## src/rtl/foc_enc_pipe.sv

```systemverilog
// foc_enc_pipe: registered 4-to-5 forbidden-overlap (FOC) crosstalk-avoidance
// encoder with a 2-entry elastic output buffer and valid/ready handshakes.
// Each 4-bit input group is encoded to a 5-bit FOC codeword. Encoded words
// are queued FIFO-style, and out_data always shows the head entry.
// Optional build macro FOC_SHIELD_EN inserts one grounded shield wire between
// adjacent groups, which keeps the FOC property across group boundaries.
module foc_enc_pipe #(
  parameter int NGRP = 4,
  parameter int CNTW = 16,
  localparam int IW = 4 * NGRP,
`ifdef FOC_SHIELD_EN
  localparam int STRIDE = 6,
`else
  localparam int STRIDE = 5,
`endif
  localparam int OW = STRIDE * NGRP - (STRIDE - 5)
) (
  input  logic            clk,
  input  logic            rst_n,
  input  logic            flush,
  input  logic            in_valid,
  output logic            in_ready,
  input  logic [IW-1:0]   in_data,
  output logic            out_valid,
  input  logic            out_ready,
  output logic [OW-1:0]   out_data,
  output logic [CNTW-1:0] word_cnt
);

  // FOC codebook: one 4-bit group maps to one 5-bit codeword.
  function automatic logic [4:0] foc_cw(input logic [3:0] nib);
    logic [4:0] cw;
    case (nib)
      4'h0: cw = 5'b00000;
      4'h1: cw = 5'b00100;
      4'h2: cw = 5'b00001;
      4'h3: cw = 5'b00101;
      4'h4: cw = 5'b00011;
      4'h5: cw = 5'b00111;
      4'h6: cw = 5'b10011;
      4'h7: cw = 5'b10111;
      4'h8: cw = 5'b10000;
      4'h9: cw = 5'b10100;
      4'hA: cw = 5'b10001;
      4'hB: cw = 5'b10101;
      4'hC: cw = 5'b11000;
      4'hD: cw = 5'b11100;
      4'hE: cw = 5'b11001;
      default: cw = 5'b11101;
    endcase
    return cw;
  endfunction

  logic [OW-1:0]   enc_word;
  logic [OW-1:0]   head_q, head_d;
  logic [OW-1:0]   tail_q, tail_d;
  logic [1:0]      count_q, count_d;
  logic [CNTW-1:0] cnt_q, cnt_d;
  logic            push, pop;

  // Encode every group of the incoming word; shield positions stay at 0.
  always_comb begin
    // NOTE: a default assignment at the top of every combinational block
    // means no path leaves a bit unassigned, so no latch is inferred.
    enc_word = '0;
    for (int g = 0; g < NGRP; g++) begin
      enc_word[STRIDE*g +: 5] = foc_cw(in_data[4*g +: 4]);
    end
  end

  // Ready comes only from the registered count, so nothing from out_ready
  // reaches it combinationally. It is forced low while reset is held.
  assign in_ready  = rst_n & (count_q != 2'd2);
  assign out_valid = (count_q != 2'd0);
  assign out_data  = head_q;
  assign word_cnt  = cnt_q;
  assign push      = in_valid & in_ready;
  assign pop       = out_valid & out_ready;

  // Buffer next state. head_q is the visible entry and tail_q the second
  // entry. head_q keeps its value when the buffer empties, so the bus
  // stays quiet while idle.
  always_comb begin
    head_d  = head_q;
    tail_d  = tail_q;
    count_d = count_q;
    cnt_d   = cnt_q;
    if (flush) begin
      count_d = 2'd0;
    end else begin
      if (pop) cnt_d = cnt_q + CNTW'(1);
      case (count_q)
        2'd0: begin
          if (push) begin
            head_d  = enc_word;
            count_d = 2'd1;
          end
        end
        2'd1: begin
          if (push && pop) begin
            head_d = enc_word;
          end else if (push) begin
            tail_d  = enc_word;
            count_d = 2'd2;
          end else if (pop) begin
            count_d = 2'd0;
          end
        end
        default: begin
          // A full buffer never accepts a push, so only a pop can happen.
          if (pop) begin
            head_d  = tail_q;
            count_d = 2'd1;
          end
        end
      endcase
    end
  end

  // State registers with asynchronous clear.
  always_ff @(posedge clk or negedge rst_n) begin
    // NOTE: the two storage entries are reset along with the control state.
    // The reset value of out_data is observable, so it must be defined.
    if (!rst_n) begin
      head_q  <= '0;
      tail_q  <= '0;
      count_q <= 2'd0;
      cnt_q   <= '0;
    end else begin
      // NOTE: sequential state uses non-blocking assignments only, so every
      // register samples its pre-edge inputs.
      head_q  <= head_d;
      tail_q  <= tail_d;
      count_q <= count_d;
      cnt_q   <= cnt_d;
    end
  end

endmodule

```

## config.mk

```make
export PLATFORM = sky130hd
export DESIGN_NAME = foc_enc_pipe
export DESIGN_NICKNAME = d
export VERILOG_FILES = /design/src/rtl/foc_enc_pipe.sv
export SDC_FILE = /design/constraint.sdc
export NUM_CORES = 1
export LEC_CHECK = 0
export ABC_CLOCK_PERIOD_IN_PS = 1600
export CORE_ASPECT_RATIO = 2
export CORE_MARGIN = 5
export CORE_UTILIZATION = 35
export CTS_BUF_LIST = sky130_fd_sc_hd__clkbuf_16
export CTS_CLUSTER_DIAMETER = 200
export DETAILED_ROUTE_END_ITERATION = 8
export DONT_BUFFER_PORTS = 1
export SETUP_SLACK_MARGIN = 0.05
export SYNTH_ARGS = -nofsm -noshare
export SYNTH_HDL_FRONTEND = slang
export SYNTH_SLANG_ARGS = --single-unit
```

## constraint.sdc

```tcl
create_clock -name clk -period 1.6 [get_ports clk]
set_input_delay 0.24 -clock clk [delete_from_list [all_inputs] [get_ports clk]]
set_output_delay 0.24 -clock clk [all_outputs]
set_load 0.005 [all_outputs]
```

## After elaboration in Yosys (flattened, before gate mapping)

Memory sizes are Yosys's and may differ from the RTL's.
Cells that the tools add are included.

- Reduce and logical (&&, ||, !) cells: 9
- Multiplexer cells: 11
- Equality and inequality tests: 7
- Bitwise logic cells: 5
- Add/sub/neg operators: 1

Operators with widths:

| cell | count |
|---|---|
| $mux 20 | 3 |
| $pmux 20 s2 | 1 |
| $add 16x1->16 const B | 1 |
| $mux 2 | 6 |
| $reduce_and 4->1 | 3 |
| $ne 2x2->1 const B | 3 |
| $ne 3x3->1 const B | 2 |
| $ne 4x4->1 const B | 1 |
| $pmux 2 s2 | 1 |
| $reduce_bool 4->1 | 1 |
| $and 1x1->1 | 3 |
| $reduce_bool 3->1 | 1 |
| $eq 2x1->1 const B | 1 |
| $logic_not 2->1 | 1 |
| $not 1->1 | 2 |
| $reduce_and 2->1 | 1 |
| $reduce_bool 2->1 | 1 |
| $logic_and 1x1->1 | 1 |

- ROM bits: 320
- Input port bits: 21
- Memories: 4
- Output and inout port bits: 38
- Bits in registers: 58

Memory list:

| name | words | bits a word | rd ports | clocked after memory_dff | write ports | line | text |
|---|---|---|---|---|---|---|---|
| (name not given) | 16 | 5 | 1 | 0 | 0 | 33 | `case (nib)` |
| (name not given) | 16 | 5 | 1 | 0 | 0 | 33 |  |
| (name not given) | 16 | 5 | 1 | 0 | 0 | 33 |  |
| (name not given) | 16 | 5 | 1 | 0 | 0 | 33 |  |

## Depth between registers and ports, before layout

- Depth after elaboration: 7
- Depth in mapped cells: 6
- Mapped depth without buffers: 5

## Least setup slack after synthesis

No wires, ideal clock.

- Kind: register to register
- Start: reg count_q[0]
- End: reg head_q[10] (netlist: out_data[10])
- Path slack: -10 ps
- Setup time: 127 ps
- Path buffers: 1
- Data arrival time: 1482 ps
- Cell stages (with the launch flop): 6
- Cells stage by stage: dfrtp_1 > nor2_4 > inv_2 > a211oi_4 > buf_6 > mux2_1

- Elaborated cells between the ends (all ways): 13
- Those cells by class: eq/ne (4); mux (1); bitwise (3); reduce/logical (5)

RTL lines:

| what | line | text |
|---|---|---|
| start, declared | 57 | `logic [1:0] count_q, count_d;` |
| start signal, assigned | 134 | `count_q <= count_d;` |
| $reduce_bool 2->1 (*) | 74 | `assign out_valid = (count_q != 2'd0);` |
| named net out_valid | 24 | `output logic out_valid,` |
| $and 1x1->1 (*) | 78 | `assign pop = out_valid & out_ready;` |
| $logic_and 1x1->1 | 100 | `if (push && pop) begin` |
| $ne 2x2->1 (no line) | -- |  |
| $reduce_and 4->1 (no line) (*) | -- |  |
| end signal, assigned | 125 | `head_q <= '0;` |
| end signal, assigned | 132 | `head_q <= head_d;` |
| end, declared | 55 | `logic [OW-1:0] head_q, head_d;` |

Mark *: on every way through the listed nets, which the timed path passes. The rest lies on a longest branch.
A chain may end at the register's enable or synchronous reset.

## Final worst setup path

- Start: reg count_q[1]
- End: out in_ready

- Word-level cells in the longest chain between the ends: 2

Ends and longest elaborated chain:

| what | line | text |
|---|---|---|
| $ne 2x2->1 | 73 | `assign in_ready = rst_n & (count_q != 2'd2);` |
| $and 1x1->1 | 73 |  |
| end, declared | 22 | `output logic in_ready,` |

No other way between the ends.

==> key figures <==
Routing
  – Via count: 1793
  – Met3 Wirelength: 527 um
  – Drt via density: 5.02
  – Drt total wl: 5690 um
  – Met2 routed WL: 3030 um
  – Starting DRT DRC Count: 111
  – DR DRC count: 0
  – Routed Antenna Nets: 0
  – Met1 WL: 2030 um
  – Drt wl/cell: 15.9 um
  – First drt pass iteration count: 4
  – Top sig layer: met4

CTS
  – CTS clk-pin slew, worst paths: 50 ps
  – Hold buffers post-CTS: 2
  – CTS tree: done
  – H-tree depth: 3
  – Clock tree root driver cell: clkbuf_16
  – Clock sinks: 58
  – Clock Path Buffers: 2
  – Clk Latency, worst-skew pair: 320 ps
  – Total CTS buffers: 9

Yosys
  – Post-synth top area share: 0.560
  – Mapped Nets: 262
  – Mean Syn Cell Area: 10.8 um2
  – EDFF count, synth: 0
  – Ys Warns: 0
  – Share of synthesized flip-flops with an asynchronous set or reset: 1.00
  – Yosys top cell by area: dfrtp_1
  – FF+latch count, synth: 58
  – Post-synthesis cell type count: 37
  – Post-Syn Instances: 240
  – Sequential element share of the synthesized area: 0.560
  – Top cells by area, synth: dfrtp_1, mux2_2, xnor2_1, nand2_1, a21oi_1
  – Count leader, synth: dfrtp_1
  – Most frequent cells after synthesis: dfrtp_1, nand2_1, nor2_1, a21oi_1, o21ai_0
  – Post-Synthesis Cell Area: 2590 um2
  – Prevailing post-synth register cell: dfrtp_1

Pwr
  – Tot Pwr: 0.00399 W
  – Cell Int Power: 0.00297 W
  – Switching Power: 0.00102 W
  – Seq pwr share: 0.485
  – VDD IR-drop max: 0.637 mV
  – Switching Share: 0.256
  – Clock power share: 0.403
  – Comb power frac: 0.112
  – Pwr Density: 1290 nW/um2
  – Static Leakage: 1.33 nW

Worst setup path
  – CP required: 1360 ps
  – CP Data Arrival Time: 1250 ps
  – Most frequent CP cell: buf_4
  – Cells on worst reg2reg path: 5
  – Largest stage delay, worst path: 450 ps
  – Worst-path maximum fanout: 9
  – Crit-path cells: buf_4 > a21boi_0 > buf_4
  – CP Depth: 3
  – CP Capture Type: primary output
  – CP Launch Type: flip-flop
  – Crit-path slowest cell: dfrtp_2
  – CP top delay family: flip-flops
  – Critical path class: reg2out
  – CP bufs+invs: 2

Timing
  – Shortest period the worst path allows: 1490 ps
  – Slew HR: 0.780
  – Hold Fails Final Rpt: 58
  – Layout Skew: 3.36 ps
  – Setup TNS: 0 ps
  – FMAX: 0.670 GHz
  – Final setup fails: 0
  – Worst setup margin: 107 ps
  – RSZ-0062 raised after global routing: yes
  – Tcrit/Tclk final: 0.933
  – Hold slack: -382 ps
  – Final Max Slew Viols: 0
  – Worst-margin pin slew: 328 ps

Floorplan
  – Core Region: 7270 um2
  – Die H: 132 um
  – Boundary Pins: 59
  – Initial Util: 0.356
  – Row cnt: 44
  – Die X-Extent: 70.8 um
  – Die area: 9320 um2

Outcome
  – Violations in the final reports: negative hold slack
  – Status: complete, but fails checks

Worst hold path
  – Min-delay worst type: in2async

GRT
  – GRT Total Usage: 0.129
  – Largest net degree at the start of global routing: 64
  – Initial antenna violation count: 0
  – Gr ovfl total: 0
  – First-pass GRT wire length: 9470 um
  – Vias in the first global route: 1860

Final layout
  – Combined area of the multi-input logic cells: 1080 um2
  – Antenna Diode Count: 0
  – Seq. cell area: 1450 um2
  – Fill count: 721
  – Share of cells above drive strength 1: 0.189
  – P&R area growth vs syn: 19.4%
  – Non-Filler Instances: 357
  – Nets: 282

Placement
  – Routability cong.: 0.734
  – PortBufs: 0
  – Pre-CTS setup slack: 54.8 ps
  – Placed insts: 335
  – HPWL Detailed: 4020 um

Job
  – Count of max-cap constraint violations: 0
-- final cells by class --
class	count	share of cell area
multi-input combinational	169	0.349
timing repair buffer	19	0.0583
tap	92	0.0372
clock inverter	7	0.00930
sequential	58	0.470
clock buffer	9	0.0728
inverter	3	0.00364
-- timing repair --
action,4_1_cts,5_1_grt
endpoints found under the setup margin,2,28
pin swaps,0,0
gates resized for setup,1,4
buffers inserted,0,4
hold endpoints to repair,60,58
-- worst paths after layout --
check                      startpoint            to  slack [ps]
setup reg to reg           count_q[1]  out_data[19]         110
hold / removal                  rst_n   out_data[3]        -380
min in group clk           in_data[8]    tail_q[12]          70
setup / recovery           count_q[1]      in_ready         110
hold reg to reg            tail_q[13]    tail_q[13]         480
max in group asynchronous       rst_n    count_q[0]        1880
-- worst reg2reg max path, stage by stage, from the launching register on --
cell and delay, ps:
dfrtp_2 450, nor2_4 130, inv_2 60, a211oi_4 230, buf_12 180, mux2_1 330
-- flip-flops by register name (all words and copies together) (netlist names) --
register / count
word_cnt: 16
count_q: 2
out_data: 20
tail_q: 20
-- stage by stage --
stage | hold WS, ps | util | area, um2
floorplan | -55.6 | - | 2590
global placement | -52.9 | 0.381 | 2770
detailed placement | -52.4 | 0.381 | 2770
CTS | -400 | 0.419 | 3050
global route | -401 | 0.426 | 3090
finish | -382 | 0.426 | 3090
-- power groups by stage --
| stage | Combinational, W | Clock [W] | Sequential, W |
|---|---|---|---|
| after floorplan | 0.000314 | 0 | 0.00191 |
| after global placement | 0.000419 | 0 | 0.00197 |
| after detailed placement | 0.000437 | 0 | 0.00197 |
| after CTS | 0.000445 | 0.00167 | 0.00195 |
| after global routing | 0.000518 | 0.00173 | 0.00197 |
| final | 0.000447 | 0.00161 | 0.00194 |
-- cell families (layout without fill, tap and decap cells) --
family	after synthesis	count (layout)	share of synthesized area
xor gates and xnor gates	16	16	0.0541
AOI/OAI and AO/OA	45	45	0.0966
muxes	25	25	0.105
and+or+nand+nor	82	82	0.152
buffers and inverters	13	38	0.0275
DFF	58	58	0.560
adders and majority gates	1	1	0.00483
-- layer usage --
metal,GRT usage,vias up
met3,0.0627,9
li1,-,866
met4,0.0575,0
met2,0.214,50
met1,0.136,868
met5,0,-
-- cell usage in the layout (no fill, tap or decap), drive strengths merged --
cell	synthesis	final
xor2	2	2
nor2b	4	4
nor2	23	23
mux2	17	17
o21ai	20	20
inv	3	5
ha	1	1
a21oi	21	21
nand2b	1	1
nor3	5	5
a31oi	1	1
nand4	7	7
nor4	1	1
and2	1	1
clkbuf	3	9
and3	2	2
mux2i	8	8
and4	1	1
a211oi	2	2
clkinv	0	5
buf	7	17
nand3b	1	1
dfrtp	58	58
a21boi	1	1
dlygate4sd3	0	2
xnor2	14	14
nand3	7	7
nand2	29	29
Power figures use the tool's default switching activity.
